[config.mk]
export PLATFORM = sky130hd
export DESIGN_NAME = work_window_seq
export DESIGN_NICKNAME = d
export VERILOG_FILES = /design/src/rtl/work_window_pkg.sv /design/src/rtl/win_down_cnt.sv /design/src/rtl/work_window_seq.sv
export SDC_FILE = /design/constraint.sdc
export NUM_CORES = 1
export LEC_CHECK = 0
export CAP_MARGIN = 20
export CORE_UTILIZATION = 54
export DETAILED_ROUTE_END_ITERATION = 16
export GPL_TIMING_DRIVEN = 1
export PLACE_DENSITY = 0.81
export SLEW_MARGIN = 40
export SYNTH_ARGS = -nofsm -noshare
export SYNTH_HDL_FRONTEND = slang
export SYNTH_SLANG_ARGS = --single-unit
[constraint.sdc]
create_clock -name clk -period 3.55 [get_ports clk]
set_input_delay 0.71 -clock clk [delete_from_list [all_inputs] [get_ports clk]]
set_output_delay 0.71 -clock clk [all_outputs]
set_load 0.005 [all_outputs]
[src/rtl/work_window_pkg.sv]
// Shared types and defaults for the working-window sequencer.
// Optional feature macro: WORK_WINDOW_RETRIGGER_EN (see work_window_seq).
package work_window_pkg;

    localparam int DEF_CH_NUM = 5;
    localparam int DEF_CNT_W  = 8;
    localparam int DEF_REP_W  = 4;
    localparam int LEGACY_LEN = 6;

    typedef enum logic [1:0] {
        S_IDLE,
        S_DELAY,
        S_ACTIVE,
        S_GAP
    } state_t;

endpackage

[src/rtl/win_down_cnt.sv]
// Loadable down-counter with zero flag; saturates at zero.
// Shared across DELAY/ACTIVE/GAP by reloading on each state entry.
module win_down_cnt #(
    parameter int W = 8
) (
    input  logic         clk,
    input  logic         rst_n,
    input  logic         i_load,
    input  logic [W-1:0] i_val,
    input  logic         i_dec,
    output logic         o_zero
);

    logic [W-1:0] r_cnt;

    always_ff @(posedge clk or negedge rst_n) begin
        if (!rst_n) begin
            r_cnt <= '0;
        end else if (i_load) begin
            r_cnt <= i_val;
        end else if (i_dec && (r_cnt != '0)) begin
            r_cnt <= r_cnt - W'(1);
        end
    end

    assign o_zero = (r_cnt == '0);

endmodule

[src/rtl/work_window_seq.sv]
// Working-window sequencer: start strobe -> programmable gated bursts.
// Define WORK_WINDOW_RETRIGGER_EN to let start restart a running sequence.
module work_window_seq
    import work_window_pkg::*;
#(
    parameter int CH_NUM = DEF_CH_NUM,
    parameter int CNT_W  = DEF_CNT_W,
    parameter int REP_W  = DEF_REP_W
) (
    input  logic              clk,
    input  logic              rst_n,
    input  logic              start,
    input  logic              abort,
    input  logic [CNT_W-1:0]  cfg_delay,
    input  logic [CNT_W-1:0]  cfg_len,
    input  logic [CNT_W-1:0]  cfg_gap,
    input  logic [REP_W-1:0]  cfg_rep,
    input  logic [CH_NUM-1:0] ch_en,
    output logic [CH_NUM-1:0] working_flag,
    output logic              trig_out,
    output logic              busy,
    output logic              done,
    output logic [REP_W-1:0]  burst_idx
);

`ifdef WORK_WINDOW_RETRIGGER_EN
    localparam bit RETRIG = 1'b1;
`else
    localparam bit RETRIG = 1'b0;
`endif

    state_t              r_state;
    logic [CNT_W-1:0]    r_len;
    logic [CNT_W-1:0]    r_gap;
    logic [REP_W-1:0]    r_rep;
    logic [CH_NUM-1:0]   r_ch_en;
    logic [CH_NUM-1:0]   r_flag;
    logic                r_trig;
    logic                r_busy;
    logic                r_done;
    logic [REP_W-1:0]    r_idx;

    state_t              w_nxt;
    logic                w_load;
    logic [CNT_W-1:0]    w_val;
    logic                w_dec;
    logic                w_zero;
    logic                w_trig;
    logic                w_done;
    logic                w_latch;
    logic [REP_W-1:0]    w_idx;
    logic [CNT_W-1:0]    w_len_in;
    logic [REP_W-1:0]    w_rep_in;
    logic [CH_NUM-1:0]   w_en;
    logic                w_more;
    logic                w_start_go;

    assign w_len_in   = (cfg_len == '0) ? CNT_W'(1) : cfg_len;
    assign w_rep_in   = (cfg_rep == '0) ? REP_W'(1) : cfg_rep;
    assign w_en       = w_latch ? ch_en : r_ch_en;
    assign w_start_go = start && ((r_state == S_IDLE) || RETRIG);
    assign w_more     = ({1'b0, r_idx} + (REP_W+1)'(1)) < {1'b0, r_rep};

    win_down_cnt #(.W(CNT_W)) u_cnt (
        .clk    (clk),
        .rst_n  (rst_n),
        .i_load (w_load),
        .i_val  (w_val),
        .i_dec  (w_dec),
        .o_zero (w_zero)
    );

    always_comb begin
        w_nxt   = r_state;
        w_load  = 1'b0;
        w_val   = '0;
        w_dec   = 1'b0;
        w_trig  = 1'b0;
        w_done  = 1'b0;
        w_latch = 1'b0;
        w_idx   = r_idx;
        if (abort) begin
            w_nxt = S_IDLE;
            w_idx = '0;
        end else if (w_start_go) begin
            w_latch = 1'b1;
            w_load  = 1'b1;
            w_idx   = '0;
            if (cfg_delay != '0) begin
                w_nxt = S_DELAY;
                w_val = cfg_delay - CNT_W'(1);
            end else begin
                w_nxt  = S_ACTIVE;
                w_val  = w_len_in - CNT_W'(1);
                w_trig = 1'b1;
            end
        end else begin
            unique case (r_state)
                S_IDLE: w_nxt = S_IDLE;
                S_DELAY: begin
                    if (w_zero) begin
                        w_nxt  = S_ACTIVE;
                        w_load = 1'b1;
                        w_val  = r_len - CNT_W'(1);
                        w_trig = 1'b1;
                    end else begin
                        w_dec = 1'b1;
                    end
                end
                S_ACTIVE: begin
                    if (!w_zero) begin
                        w_dec = 1'b1;
                    end else if (!w_more) begin
                        w_nxt  = S_IDLE;
                        w_done = 1'b1;
                        w_idx  = '0;
                    end else if (r_gap != '0) begin
                        w_nxt  = S_GAP;
                        w_load = 1'b1;
                        w_val  = r_gap - CNT_W'(1);
                    end else begin
                        // zero gap: next burst starts back-to-back
                        w_nxt  = S_ACTIVE;
                        w_load = 1'b1;
                        w_val  = r_len - CNT_W'(1);
                        w_trig = 1'b1;
                        w_idx  = r_idx + REP_W'(1);
                    end
                end
                S_GAP: begin
                    if (w_zero) begin
                        w_nxt  = S_ACTIVE;
                        w_load = 1'b1;
                        w_val  = r_len - CNT_W'(1);
                        w_trig = 1'b1;
                        w_idx  = r_idx + REP_W'(1);
                    end else begin
                        w_dec = 1'b1;
                    end
                end
                default: w_nxt = S_IDLE;
            endcase
        end
    end

    always_ff @(posedge clk or negedge rst_n) begin
        if (!rst_n) begin
            r_state <= S_IDLE;
            r_len   <= '0;
            r_gap   <= '0;
            r_rep   <= '0;
            r_ch_en <= '0;
            r_flag  <= '0;
            r_trig  <= 1'b0;
            r_busy  <= 1'b0;
            r_done  <= 1'b0;
            r_idx   <= '0;
        end else begin
            r_state <= w_nxt;
            if (w_latch) begin
                r_len   <= w_len_in;
                r_gap   <= cfg_gap;
                r_rep   <= w_rep_in;
                r_ch_en <= ch_en;
            end
            r_flag <= (w_nxt == S_ACTIVE) ? w_en : '0;
            r_trig <= w_trig;
            r_busy <= (w_nxt != S_IDLE);
            r_done <= w_done;
            r_idx  <= w_idx;
        end
    end

    assign working_flag = r_flag;
    assign trig_out     = r_trig;
    assign busy         = r_busy;
    assign done         = r_done;
    assign burst_idx    = r_idx;

endmodule

# Word-level counts from Yosys, hierarchy flattened
# Index checks and enable logic that the tools add are counted.
[totals]
ff_bits = 47
in_bits = 37
output_inout_bits = 12
word_cells = 94
[classes]
add_sub_neg = 7
n_lt_le_gt_ge = 1
n_eq_ne = 7
n_mux = 53
reduce_logical = 15
[ops]
columns = ["cell", "n"]
rows = [
  ["$mux W8", 10],
  ["$sub A8 B1 Y8 const B", 5],
  ["$mux W4", 7],
  ["$reduce_bool A8 Y1", 3],
  ["$mux W1", 23],
  ["$logic_not A8 Y1", 2],
  ["$pmux W8 S2", 1],
  ["$mux W2", 6],
  ["$mux W5", 2],
  ["$ne A4 B4 Y1 const B", 2],
  ["$pmux W4 S2", 1],
  ["$eq A2 B2 Y1 const B", 3],
  ["$pmux W2 S3", 1],
  ["$add A4 B1 Y5 const B", 1],
  ["$lt A5 B4 Y1", 1],
  ["$ne A5 B5 Y1 const B", 1],
  ["$add A4 B1 Y4 const B", 1],
  ["$logic_not A4 Y1", 1],
  ["$pmux W1 S2", 2],
  ["$reduce_and A4 Y1", 1],
  ["$reduce_bool A2 Y1", 2],
  ["$reduce_bool A4 Y1", 1],
  ["$reduce_or A3 Y1", 1],
  ["$eq A2 B1 Y1 const B", 1],
  ["3 further kinds", 4],
]

# Longest topological paths before layout
# Gate-level depths: netlist (run 1).
[depth]
ltp_word = 9
depth_mapped = 11
depth_no_buf = 11

# By module
# A second synthesis (run 1) with hierarchy kept.
[hier_totals]
hier_cells = 351
hier_area_um2 = 3030.4
[modules_own_cells]
columns = ["mod", "instances", "cells_per_inst", "area_per_inst_um2", "seq_area_each_um2"]
rows = [
  ["work_window_seq", 1, 293, 2502.4, 975.9],
  ["win_down_cnt", 1, 58, 528.0, 200.2],
]

# Least setup slack after synthesis (run 1)
# OpenSTA, ideal clock, no wires.
[synth_path]
path_type = "input to register"
from = "in cfg_len[2]"
to = "reg u_cnt.r_cnt[6]"
setup_ns = 0.130
arrival_time_ns = 2.757
required_ns = 3.420
slack_ns = 0.663
cell_stages = 10
path_buffers = 0
path_cell_list = "or4_1 o41ai_1 a21oi_1 ha_1 mux2_2 a22o_1 a21oi_1 a311oi_1 a21oi_1 o21ai_0"
[synth_between]
elab_chain_cells = 7
[synth_lines]
columns = ["item", "line", "text"]
rows = [
  ["from (decl)", "work_window_seq.sv:15", "input logic [CNT_W-1:0] cfg_len,"],
  ["$logic_not A8 Y1", "work_window_seq.sv:58", "assign w_len_in = (cfg_len == '0) ? CNT_W'(1) : cfg_len;"],
  ["$mux W8 *", "work_window_seq.sv:58", ""],
  ["$sub A8 B1 Y8 *", "work_window_seq.sv:94", "w_val = w_len_in - CNT_W'(1);"],
  ["$mux W8 *", "work_window_seq.sv:89", "if (cfg_delay != '0) begin"],
  ["$mux W8 *", "work_window_seq.sv:85", "end else if (w_start_go) begin"],
  ["$mux W8 *", "work_window_seq.sv:82", "if (abort) begin"],
  ["$mux W8 *", "win_down_cnt.sv:19", "end else if (i_load) begin"],
  ["to (signal assigned)", "win_down_cnt.sv:20", "r_cnt <= i_val;"],
  ["to (signal assigned)", "win_down_cnt.sv:22", "r_cnt <= r_cnt - W'(1);"],
  ["to (decl)", "win_down_cnt.sv:14", "logic [W-1:0] r_cnt;"],
]
# Mark *: on every way between the ends. The rest lies on a longest branch, timed or not.
# A chain may end at the register's enable or synchronous reset.

# Worst setup path in the final report (run 1)
[layout_path]
from = "in cfg_len[3]"
to = "reg u_cnt.r_cnt[6]"
# The elaborated chain is that of the path after synthesis.

==> results, run 1 <==
- Synthesis produced a netlist with a net count of roughly 350.
- The total number of clock tree sinks is 47.
- The run finished with clean final reports.
- The number of remaining DRC errors is 0.
- The via count of the first global-routing pass is about 2.4k.
- The final hold violation count is 0.
- For this run, asynchronously set or reset flops after synthesis account for between 90% and 100%.
- Fill cells in the final layout number 399.
- The tree is rooted in a sky130_fd_sc_hd__clkbuf_8.
- Row generation in the floorplan step produced 26 rows.
- The number of nets in the layout is ~400.
- The number of buffers inserted by port buffering is 48.
- The overall power of the completed layout is 1.72 mW.
- The met1 wire length is 3050 um.
- The x dimension of the die is 75.6 um.
- The largest vdd supply drop is between 0.3 and 0.4 mV.
- The worst-skew pair later-pin latency is 0.30 ns.
- Setup repair after global routing left no endpoint under its margin.
- The initial standard-cell utilization of the core is a little under three fifths.
- For this block, the via count after detailed routing is 2562.
- The register area is 0.00118 mm2.
- Along the worst path, the maximum fanout reaches 5.
- Wire segments on met3 add up to 309 um in the final route.
- The dominant synthesized flop cell is sky130_fd_sc_hd__dfrtp_1.
- The worst setup path is launched from an input pin.
- The number of placed cells counting well taps is around 430.
- In this run the worst hold path is classified as input pin to async pin.
- Setup violations remaining at the end of the flow were counted as 0.
- After synthesis, flip-flops and latches occupy ~40% of the total area.
- The met2 layer wire length in the routed design is 3270 um.
- 49 I/O pins were placed.
- The transition time at the pin with the least slew margin is 0.586 ns.
- The worst setup path is captured at a register.
- The critical path in this run is classified as input pin to register.
- The count of synthesis-stage warnings from yosys is 0.
- The antenna cell count is 0.
- The cell type with the largest total area after synthesis is sky130_fd_sc_hd__dfrtp_1.
- The last weighted congestion value of the routability-driven placer is 0.950.
- Adding up every negative setup slack in the final design gives 0 ns.
- Counting I/O delays and the setup requirement, the final critical path takes 3.23 ns.
- The detailed placement HPWL is 5090 um.
- The synthesized area is 0.00292 mm2.
- The count of H-tree levels built during CTS is 2.
- The cell area after placement is 0.00353 mm2.
- In the synthesized netlist, the number of instances is about 310.
- The number of enable flip-flop cells after synthesis is 0.
- Setup slack on the worst reg-to-reg path comes out at 0.64 ns.
- The fraction of synthesized cell area taken by the top area cell type is 40.3%.
- The CTS tree is yes.
- The height of the die is 75.6 um.
- The uppermost layer routed is met4.
- The achievable frequency is slightly above 300 MHz.
- The number of antenna violations at the first check in global routing is 0.
- In this run the remaining antenna-violating nets after routing total 0.
- The relative slew slack is 60.9%.
- The max capacitance violation total is 0.
- Data on the critical path arrives at its endpoint at ~3.4 ns.
- The maximum number of pins on one net before global-route repair is 48.
- The total wirelength of the detailed-routed design is 6800 um.
- After clock tree synthesis, the clock-pin slew on the worst setup and hold paths is ~0.090 ns.
- Each instance of the synthesized netlist takes up on average 9.52 um2.
- The count of cells resized by post-cts repair is 0.
- The number of buffers inserted by hold repair at cts is 0.
- The post-route cell area is 0.00364 mm2.
- For this design the ratio of total power to cell area is roughly 470 mW/mm2.
- The placeable core region is roughly 0.0052 mm2.
- The register bit total from synthesis is 47.
- In this run the deepest clock path goes through 2 buffers.
- The leakage power is 1.45 nW.
- After the first detailed-routing iteration, the DRC count stood at 217.
- The fraction of layout instances using a drive strength above 1 is 15.4%.
- The final number of max-transition violations is 0.
- After detailed routing, the average wire length per cell comes to 15.7 um.
- The global-route usage over all layers is 26.4%.
- The die covers 0.00571 mm2.
- The multi-input combinational cells in the finished layout cover a total of ~0.0017 mm2.
- The distinct cell type count of the synthesized netlist is 60.
- The first-pass GRT wire length is 11200 um.
- The number of CTS-inserted buffers is 5.
- The part of the cycle the worst path needs is 90.9%.
- Yosys attributes the largest share of cell area to sky130_fd_sc_hd__dfrtp_1, sky130_fd_sc_hd__mux2_2, sky130_fd_sc_hd__ha_1, sky130_fd_sc_hd__a21oi_1, sky130_fd_sc_hd__nand2_1.
- The total overflow reported by the global router is 0.
- The worst path required time is 3.73 ns.
- The total setup buffers inserted after CTS is 0.
- Compared with the post-synthesis result, the final layout area differs by 24.7%.
- The number of non-filler instances in the completed layout is 433.
- The via count normalized by instance count is between 5 and 6.
- Across the routed clock network, the largest skew measured is between 0.009 and 0.01 ns.
- Before antenna repair, the detailed router went through 5 iterations.
final cells by class:
type	instances	area share (%)
clock buffers	5	1.89
multi-input cells	236	45.4
inverters	17	1.75
flip-flops and latches	47	32.3
repair buffers	55	14.9
well taps	70	2.40
clock inverters	3	1.31
report_power, final:
| group | total (mW) | leakage (nW) | switching (mW) | internal [mW] |
|---|---|---|---|---|
| Combinational | 0.529 | 0.808 | 0.269 | 0.260 |
| Clock | 0.405 | 0.0587 | 0.191 | 0.214 |
| Sequential | 0.782 | 0.582 | 0.126 | 0.657 |
| Total | 1.72 | 1.45 | 0.586 | 1.13 |
state kept, by name (all words and copies together), names as in the netlist:
register      flops
r_gap             8
r_len             8
u_cnt.r_cnt       8
r_ch_en           5
working_flag      5
burst_idx         4
r_rep             4
r_state           2
busy              1
done              1
trig_out          1
stage by stage:
step           util, %  hold WS (ns)  worst slack (ns)
4_1_cts           70.4         0.425             0.318
6_report          70.4         0.386             0.323
5_1_grt           70.4         0.440            0.0642
2_1_floorplan        -         0.414             0.663
3_5_place_dp      68.2         0.482           0.00895
3_3_place_gp      68.1         0.475             0.152
cells in the mapped netlist (2+ instances only):
| cell type | number |
|---|---|
| sky130_fd_sc_hd__a221oi_1 | 3 |
| sky130_fd_sc_hd__nor3_1 | 14 |
| sky130_fd_sc_hd__clkbuf_1 | 4 |
| sky130_fd_sc_hd__a21oi_1 | 20 |
| sky130_fd_sc_hd__nor2_2 | 2 |
| sky130_fd_sc_hd__xor2_1 | 7 |
| sky130_fd_sc_hd__o221ai_1 | 3 |
| sky130_fd_sc_hd__nor4_1 | 7 |
| sky130_fd_sc_hd__nor2b_1 | 9 |
| sky130_fd_sc_hd__inv_2 | 2 |
| sky130_fd_sc_hd__o21ai_1 | 2 |
| sky130_fd_sc_hd__o22ai_1 | 3 |
| sky130_fd_sc_hd__and3_1 | 2 |
| sky130_fd_sc_hd__mux2i_1 | 2 |
| sky130_fd_sc_hd__ha_1 | 10 |
| sky130_fd_sc_hd__or4_1 | 3 |
| sky130_fd_sc_hd__dfrtp_1 | 47 |
| sky130_fd_sc_hd__o21ai_0 | 16 |
| sky130_fd_sc_hd__nor2_1 | 23 |
| sky130_fd_sc_hd__buf_2 | 2 |
| sky130_fd_sc_hd__a21o_1 | 4 |
| sky130_fd_sc_hd__nand2_1 | 25 |
| sky130_fd_sc_hd__a21oi_2 | 2 |
| sky130_fd_sc_hd__nand3_1 | 6 |
| sky130_fd_sc_hd__a2111o_1 | 2 |
| sky130_fd_sc_hd__xnor2_1 | 9 |
| sky130_fd_sc_hd__a31oi_1 | 4 |
| sky130_fd_sc_hd__inv_1 | 15 |
| sky130_fd_sc_hd__a311oi_1 | 4 |
| sky130_fd_sc_hd__or3_1 | 4 |
| sky130_fd_sc_hd__or2_2 | 2 |
| sky130_fd_sc_hd__mux2_2 | 20 |
| sky130_fd_sc_hd__and2_1 | 2 |
final timing paths:
| path | to | from | cells past startpoint |
|---|---|---|---|
| setup / recovery | u_cnt.r_cnt[6]$_DFFE_PN0P_ | cfg_len[3] | 11 |
| hold / removal | r_rep[1]$_DFFE_PN0P_ | rst_n | 1 |
| setup reg to reg | u_cnt.r_cnt[3]$_DFFE_PN0P_ | burst_idx[0]$_DFFE_PN0P_ | 11 |
| hold reg to reg | r_ch_en[2]$_DFF_PN0_ | r_ch_en[2]$_DFF_PN0_ | 1 |
| max in group asynchronous | r_len[0]$_DFFE_PN0P_ | rst_n | 1 |
| min in group clk | r_ch_en[2]$_DFF_PN0_ | r_ch_en[2]$_DFF_PN0_ | 1 |
kinds of logic after synthesis:
family	after synthesis	synth area share, %
xor+xnor	16	4.80
compound gates	80	19.4
mux	22	8.39
fa+ha+maj	10	4.28
simple gates	108	19.7
flops	47	40.3
buf+inv	24	3.17
layout by cell type (no fill, tap or decap), types with 5 or more instances in the layout:
cell type / netlist / layout
sky130_fd_sc_hd__dfrtp_1: 47 / 47
sky130_fd_sc_hd__clkdlybuf4s50_1: 0 / 47
sky130_fd_sc_hd__nand2_1: 25 / 25
sky130_fd_sc_hd__nor2_1: 23 / 22
sky130_fd_sc_hd__a21oi_1: 20 / 20
sky130_fd_sc_hd__mux2_2: 20 / 20
sky130_fd_sc_hd__o21ai_0: 16 / 16
sky130_fd_sc_hd__inv_1: 15 / 15
sky130_fd_sc_hd__nor3_1: 14 / 14
sky130_fd_sc_hd__ha_1: 10 / 10
sky130_fd_sc_hd__xnor2_1: 9 / 9
sky130_fd_sc_hd__nor2b_1: 9 / 9
sky130_fd_sc_hd__xor2_1: 7 / 7
sky130_fd_sc_hd__nor4_1: 7 / 7
sky130_fd_sc_hd__buf_4: 0 / 7
sky130_fd_sc_hd__nand3_1: 6 / 6
sky130_fd_sc_hd__clkbuf_8: 0 / 5
routing by layer:
layer	track usage, %	vias up
li1	-	1247
met1	34.3	1206
met2	44.2	88
met3	5.42	21
met4	9.05	0
met5	0	-
critical path: stages:
cell and delay (ns):
sky130_fd_sc_hd__clkdlybuf4s50_1 0.46, sky130_fd_sc_hd__or4_1 0.57, sky130_fd_sc_hd__o41ai_1 0.35, sky130_fd_sc_hd__a21oi_1 0.16, sky130_fd_sc_hd__ha_1 0.27, sky130_fd_sc_hd__mux2_2 0.29
sky130_fd_sc_hd__a22o_1 0.18, sky130_fd_sc_hd__a21oi_1 0.13, sky130_fd_sc_hd__a311oi_1 0.06, sky130_fd_sc_hd__a21oi_1 0.14, sky130_fd_sc_hd__o21ai_0 0.09
Note: power is estimated with default switching activity, not from simulation.
==> run 2, diff against run 1 <==
==> constraint.sdc (replaced) <==
create_clock -name clk -period 3.6 [get_ports clk]
set_input_delay 0.72 -clock clk [delete_from_list [all_inputs] [get_ports clk]]
set_output_delay 0.72 -clock clk [all_outputs]
set_load 0.005 [all_outputs]
==> results, run 2 (synthesized netlist as in run 1, its figures left out) <==
- The path class of the tightest hold or removal check is input pin to async pin.
- The flow ran to the end, and the final reports show no timing, DRC or antenna violations.
- The number of DRC violations after detailed-routing iteration 0 is 190 (-12%).
- The family of cells with the greatest summed delay on the critical path is compound AO/OA/AOI/OAI gates.
- The first-pass GRT wire length came to 11100 um (-1.1%).
- The number of buffers inserted by hold repair at cts is 0 (unchanged).
- The cell area after placement is 0.00352 mm2 (-0.21%).
- The slowest stage of the critical path belongs to the cell sky130_fd_sc_hd__or4_1.
- The count of H-tree levels built during CTS came to 2 (unchanged).
- The smallest clock period supported by the final layout is computed as between 3 and 4 ns.
- The largest driver fanout on the critical path was 5 (unchanged).
- The number of nets with antenna violations after detailed routing is 0 (unchanged).
- The placement-stage worst setup slack is -0.00325 ns (-0.0122 ns).
- The last weighted congestion value of the routability-driven placer is 0.936 (-1.5%).
- The worst setup path is launched from an input pin.
- The routed wire length per instance is 15.6 um (-0.49%).
- The clock root buffer is sky130_fd_sc_hd__clkbuf_8.
- The global-route usage over all layers is 26.0% (-0.48 points).
- The part of the cycle the worst path needs is between 90 and 100%.
- The total number of cells along the worst setup path was 11 (unchanged).
- The number of antenna violations at the first check in global routing is 0 (unchanged).
- The largest registers in the layout are r_gap: 8 flops, r_len: 8 flops, u_cnt.r_cnt: 8 flops.
- The x dimension of the die came to 75.6 um (unchanged).
- The number of top-level design ports is 49 (unchanged).
- The placeable core region is 0.00517 mm2 (unchanged).
- The maximum number of pins on one net before global-route repair is 48 (unchanged).
- TritonCTS built the clock tree.
- The overall power of the completed layout is 1.69 mW (-1.6%).
- Traced cell by cell, the critical path runs through clkdlybuf4s50_1 -> or4_1 -> o41ai_1 -> a21oi_1 -> ha_1 -> mux2_2 -> a22o_1 -> a21oi_1 -> a311oi_1 -> a21oi_1 -> o21ai_0.
- The largest vdd supply drop is 0.269 mV (-14%).
- The data arrival time of the critical path is 3.50 ns (+0.09 ns).
- The number of endpoints failing setup at the final stage is 0 (unchanged).
- The category of the worst setup path capture point is a register.
- The final worst slack is 0.288 ns (-0.0346 ns).
- The number of nets in the layout came to 408 (-0.24%).
- The clock-pin slew of the registers on the worst-case setup and hold paths is 0.09 ns (about the same).
- The worst path required time is 3.79 ns (+0.06 ns).
- The number of cells on the worst reg-to-reg path is 11 (unchanged).
- The maximum single-stage delay on the critical path is 0.61 ns (+0.04 ns).
- The height of the die is 75.6 um (unchanged).
- The total number of placement rows is 26 (unchanged).
- The post-route cell area is 0.00363 mm2 (-0.21%).
- The number of CTS-inserted buffers came to 5 (unchanged).
- The cell area power density is 465 mW/mm2 (-1.4%).
- The register-to-register setup slack came to 0.71 ns (+0.07 ns).
- The max capacitance violation total is 0 (unchanged).
- The number of buffers inserted by port buffering was 48 (unchanged).
- The register area is 0.00118 mm2 (unchanged).
- The iteration count of the initial detailed-routing pass is 4 (-1).
- The count of cells resized by post-cts repair is 0 (unchanged).
- The antenna cell count is 0 (unchanged).
- The number of remaining DRC errors is 0 (unchanged).
- The initial standard-cell utilization of the core is 56.5% (unchanged).
- The total number of clock tree sinks is 47 (unchanged).
- The via count of the first global-routing pass is 2360 (-0.30%).
- The total die area is 0.00571 mm2 (unchanged).
- The number of non-filler instances in the completed layout is 432 (-0.23%).
- The worst path buffer plus inverter count came to 1 (unchanged).
- The total overflow reported by the global router was 0 (unchanged).
- The number of placed cells counting well taps came to 424 (-0.24%).
- The worst-skew pair later-pin latency is 0.31 ns (about the same).
- The total setup buffers inserted after CTS was 0 (unchanged).
- The synthesis-to-finish area growth is 24.4%.
- In the layout the commonest cells are sky130_fd_sc_hd__dfrtp_1, sky130_fd_sc_hd__clkdlybuf4s50_1, sky130_fd_sc_hd__nand2_1.
- Timing would allow up to 302 MHz.
- The routed via count is 2577 (+0.59%).
- The worst clock skew on the final layout was 0.0105 ns (+0.000891 ns).
- The relative slew slack is 61.0% (about the same).
- The fill cell instance count of the final layout is 378 (-5.3%).
- The final number of max-transition violations is 0 (unchanged).
- The multi-input logic area is 0.00166 mm2 (unchanged).
- The total wirelength of the detailed-routed design came to 6750 um (-0.72%).
- The cell that appears most often on the critical path is sky130_fd_sc_hd__a21oi_1.
- Setup repair after global routing left no endpoint under its margin.
- The fraction of layout instances using a drive strength above 1 is 15.2% (-0.23 points).
- The final hold violation count was 0 (unchanged).
- The detailed placement HPWL was 5060 um (-0.68%).
- The transition time at the pin with the least slew margin was 0.585 ns (-0.000668 ns).
- The leakage power is 1.44 nW (-0.29%).
- The via count normalized by instance count came to 5.97 (+0.82%).
- The kind of critical path is input pin to register.
- The number of buffers on the longest clock path was 2 (unchanged).
run 2: routing by layer:
metal  wire, um  track usage [%]  vias up
li1           -                -     1242
met1       3050             35.6     1229
met2       3160             41.0       93
met3        375             4.37       13
met4        163             10.9        0
met5          0                0        -
run 2: where the power goes:
group	switching [mW]	internal [mW]	leakage [nW]	total, mW
Clock	0.192	0.211	0.0587	0.403
Sequential	0.121	0.648	0.582	0.768
Combinational	0.262	0.255	0.804	0.518
Total	0.575	1.11	1.44	1.69
run 2: worst paths after layout:
kind,startpoint,endpoint
worst max-delay path,cfg_len[3],u_cnt.r_cnt[6]$_DFFE_PN0P_
worst min-delay path,rst_n,r_rep[2]$_DFFE_PN0P_
worst max register to register,burst_idx[0]$_DFFE_PN0P_,u_cnt.r_cnt[3]$_DFFE_PN0P_
worst min register to register,r_ch_en[1]$_DFF_PN0_,r_ch_en[1]$_DFF_PN0_
max in group asynchronous,rst_n,r_len[0]$_DFFE_PN0P_
min in group clk,r_ch_en[1]$_DFF_PN0_,r_ch_en[1]$_DFF_PN0_
run 2: final cells by class:
| cell class | instances | area share [%] |
|---|---|---|
| Inverter | 17 | 1.76 |
| Clock buffer | 5 | 1.89 |
| Tap cell | 70 | 2.41 |
| Sequential cell | 47 | 32.4 |
| Timing Repair Buffer | 54 | 14.7 |
| Multi-Input combinational cell | 236 | 45.5 |
| Clock inverter | 3 | 1.31 |
run 2: stage by stage:
step	hold slack (ns)	TNS [ns]	util (%)
floorplan	0.424	0	-
global placement	0.476	0	68.0
detailed placement	0.482	-0.00325	68.0
CTS	0.429	0	70.3
global route	0.437	0	70.3
finish	0.393	0	70.3
==> run 3, diff against run 2 <==
--- a/config.mk
+++ b/config.mk
@@ -7,10 +7,12 @@
 export LEC_CHECK = 0
 export CAP_MARGIN = 20
 export CORE_UTILIZATION = 54
+export CTS_CLUSTER_DIAMETER = 150
 export DETAILED_ROUTE_END_ITERATION = 16
 export GPL_TIMING_DRIVEN = 1
-export PLACE_DENSITY = 0.81
+export PLACE_DENSITY = 0.8
 export SLEW_MARGIN = 40
 export SYNTH_ARGS = -nofsm -noshare
 export SYNTH_HDL_FRONTEND = slang
+export SYNTH_HIERARCHICAL = 1
 export SYNTH_SLANG_ARGS = --single-unit
==> results, run 3 <==
- The worst-skew pair later-pin latency is 0.30 ns (about the same).
- The sequential share of the synthesized area is 38.8% (-1.4 points).
- The synthesized netlist cell count was 351 (+14%).
- The relative slew slack came to 55.9% (-5.1 points).
- The synthesis-to-finish area growth is 23.2%.
- The total wirelength of the detailed-routed design is 7710 um (+14%).
- The routed via count is 2909 (+13%).
- The number of buffers inserted by hold repair at cts was 0 (unchanged).
- The transition time at the pin with the least slew margin was 0.655 ns (+0.0698 ns).
- The multi-input logic area came to 0.00174 mm2 (+5.2%).
- The first-pass GRT wire length came to 13300 um (+20%).
- The setup path with the least slack is of type register to register.
- The category of the worst setup path capture point is a register.
- The CTS tree is yes.
- The register area came to 0.00118 mm2 (unchanged).
- The detailed placement HPWL is 5610 um (+11%).
- sky130_fd_sc_hd__dfrtp_1 takes more of the synthesized area than any other cell.
- The setup TNS was 0 ns (unchanged).
- The leakage power came to 1.55 nW (+7.5%).
- The fill cell instance count of the final layout came to 443 (+17%).
- The tightest min-delay check is of the input pin to async pin type.
- The number of nets in the layout is 449 (+10%).
- The maximum number of pins on one net before global-route repair is 48 (unchanged).
- The cell area after placement came to 0.00362 mm2 (+2.8%).
- The final number of max-transition violations is 0 (unchanged).
- Leaving out fill and tap cells, the most frequent cell in the layout is sky130_fd_sc_hd__nand2_1.
- The height of the die is 76.9 um (+1.8%).
- The number of remaining DRC errors is 0 (unchanged).
- The final critical path time including I/O delays and setup is 3.33 ns (+0.0230 ns).
- The x dimension of the die is 76.9 um (+1.8%).
- The library cell with the highest instance count after synthesis is sky130_fd_sc_hd__nand2_1.
- The total overflow reported by the global router is 0 (unchanged).
- The largest driver fanout on the critical path is 10 (+5).
- The kind of start point of the critical path is a register.
- The total setup buffers inserted after CTS is 0 (unchanged).
- The net count after synthesis was 397 (+12%).
- The routed wire length per instance was 16.3 um (+4.0%).
- The number of CTS-inserted buffers is 5 (unchanged).
- The count of cells resized by post-cts repair is 0 (unchanged).
- The number of nets with antenna violations after detailed routing is 0 (unchanged).
- The post-route cell area is 0.00373 mm2 (+2.7%).
- The cell area power density is 513 mW/mm2 (+10%).
- The initial standard-cell utilization of the core is 57.5% (+1.0 points).
- In this run the critical register-to-register path is launched from u_cnt/r_cnt[0]$_DFFE_PN0P_.
- The clock-pin slew of the registers on the worst-case setup and hold paths is 0.09 ns (about the same).
- The via count of the first global-routing pass is 2829 (+20%).
- The last weighted congestion value of the routability-driven placer is 0.900 (-3.9%).
- Yosys attributes the largest share of cell area to sky130_fd_sc_hd__dfrtp_1, sky130_fd_sc_hd__nand2_1, sky130_fd_sc_hd__a21oi_1, sky130_fd_sc_hd__ha_1, sky130_fd_sc_hd__nor3_1.
- The run finished with clean final reports.
- The fraction of synthesized cell area taken by the top area cell type came to 38.8% (-1.4 points).
- The number of enable flip-flop cells after synthesis is 0 (unchanged).
- The placeable core region came to 0.00527 mm2 (+1.9%).
- The worst path required time is 3.80 ns (about the same).
- The via count normalized by instance count is 6.14 (+2.9%).
- The total number of placement rows is 26 (unchanged).
- In the final layout, the registers with the most flip-flops are r_gap: 8 flops, r_len: 8 flops, u_cnt/r_cnt: 8 flops.
- The distinct cell type count of the synthesized netlist is 65 (+8.3%).
- The count of H-tree levels built during CTS is 2 (unchanged).
- The most used flip-flop cell after synthesis is sky130_fd_sc_hd__dfrtp_1.
- The largest vdd supply drop is 0.304 mV (+13%).
- The part of the cycle the worst path needs was 92.6% (+0.64 points).
- The number of antenna violations at the first check in global routing came to 0 (unchanged).
- The cell sitting at the root of the clock tree is a sky130_fd_sc_hd__clkbuf_8.
- The total number of clock tree sinks came to 47 (unchanged).
- The synthesized area per cell is 8.63 um2 (-9.3%).
- The synthesized area is 0.00303 mm2 (+3.7%).
- In the layout the commonest cells are sky130_fd_sc_hd__nand2_1, sky130_fd_sc_hd__dfrtp_1, sky130_fd_sc_hd__clkdlybuf4s50_1.
- The fraction of registers with async set or reset after synthesis came to 100% (unchanged).
- The data arrival time of the critical path is 3.53 ns (+0.03 ns).
- The number of endpoints failing setup at the final stage is 0 (unchanged).
- The max capacitance violation total came to 0 (unchanged).
- The number of buffers inserted by port buffering is 48 (unchanged).
- The register bit total from synthesis came to 47 (unchanged).
- The final hold violation count is 0 (unchanged).
- The iteration count of the initial detailed-routing pass was 4 (unchanged).
- The global-route usage over all layers came to 28.1% (+2.2 points).
- The number of buffers on the longest clock path is 2 (unchanged).
- The antenna cell count is 0 (unchanged).
- Ranked by instance count, the synthesized netlist is headed by sky130_fd_sc_hd__nand2_1, sky130_fd_sc_hd__dfrtp_1, sky130_fd_sc_hd__a21oi_1.
- The count of synthesis-stage warnings from yosys is 6 (+6).
- The fraction of layout instances using a drive strength above 1 is 10.6% (-4.5 points).
- The timing startpoint of the critical path is u_cnt/r_cnt[0]$_DFFE_PN0P_.
- The total die area came to 0.00592 mm2 (+3.6%).
- The achievable frequency is 300 MHz (-0.69%).
- The worst clock skew on the final layout was 0.00866 ns (-0.00182 ns).
- The number of top-level design ports was 49 (unchanged).
- Setup repair after global routing left no endpoint under its margin.
- The number of DRC violations after detailed-routing iteration 0 is 204 (+7.4%).
## run 3: logic make-up (layout without fill, tap and decap cells)
kind of cell             count (synthesis)  count (layout)  synth area share, %
AO/OA/AOI/OAI                           94              94                 22.1
XOR/XNOR                                13              13                 3.76
adder cells (fa/ha/maj)                  9               9                 3.72
buffers and inverters                   28              81                 3.72
flip-flops                              47              47                 38.8
multiplexers                             7               7                 2.56
AND/OR/NAND/NOR                        153             153                 25.4
## run 3: where the power goes
part,switching (mW),internal [mW]
logic,0.399,0.328
registers,0.132,0.660
clock network,0.188,0.209
total,0.719,1.20
## run 3: per-layer routing
layer  GRT usage, %  vias up  routed length (um)
li1               -     1386                   -
met1           37.6     1382                3360
met2           44.8      120                3640
met3           5.36       21                 509
met4           11.2        0                 197
met5              0        -                   0
## run 3: through the flow
stage	utilization [%]	hold WS, ns	power (mW)	worst slack (ns)	instances
6_report	70.8	0.421	1.92	0.265	474
3_3_place_gp	68.6	0.456	1.48	0.202	466
2_1_floorplan	-	0.424	1.27	0.287	351
5_1_grt	70.8	0.464	2.06	0.0142	474
3_5_place_dp	68.7	0.481	1.51	0.132	466
4_1_cts	70.8	0.435	1.92	0.292	474
## run 3: worst paths after layout
check                                        endpoint  cells past startpoint  slack [ns]
setup / recovery           u_cnt/r_cnt[7]$_DFFE_PN0P_                     12        0.27
hold / removal                   r_gap[5]$_DFFE_PN0P_                      1        0.42
setup reg to reg           u_cnt/r_cnt[7]$_DFFE_PN0P_                     12        0.27
hold reg to reg                  r_rep[0]$_DFFE_PN0P_                      2        0.50
max in group asynchronous        r_len[5]$_DFFE_PN0P_                      1        2.78
min in group clk                 r_rep[0]$_DFFE_PN0P_                      2        0.50
## run 3: layout make-up
class	instances	area share, %
clock buffer	5	1.84
clock inverter	3	1.24
inverter	14	1.41
multi-input combinational	276	46.6
sequential	47	31.5
tap	70	2.35
timing repair buffer	59	15.0
## run 3: worst max-delay path: stages (launching register included)
cell	delay, ns
sky130_fd_sc_hd__dfrtp_1	0.42
sky130_fd_sc_hd__inv_1	0.11
sky130_fd_sc_hd__ha_1	0.20
sky130_fd_sc_hd__or3b_2	0.49
sky130_fd_sc_hd__nor2_1	0.18
sky130_fd_sc_hd__nand2_1	0.07
sky130_fd_sc_hd__or3_1	0.36
sky130_fd_sc_hd__nor2_1	0.21
sky130_fd_sc_hd__a21oi_1	0.07
sky130_fd_sc_hd__o31ai_1	0.28
sky130_fd_sc_hd__clkinv_1	0.35
sky130_fd_sc_hd__o311a_1	0.23
sky130_fd_sc_hd__a221o_1	0.25
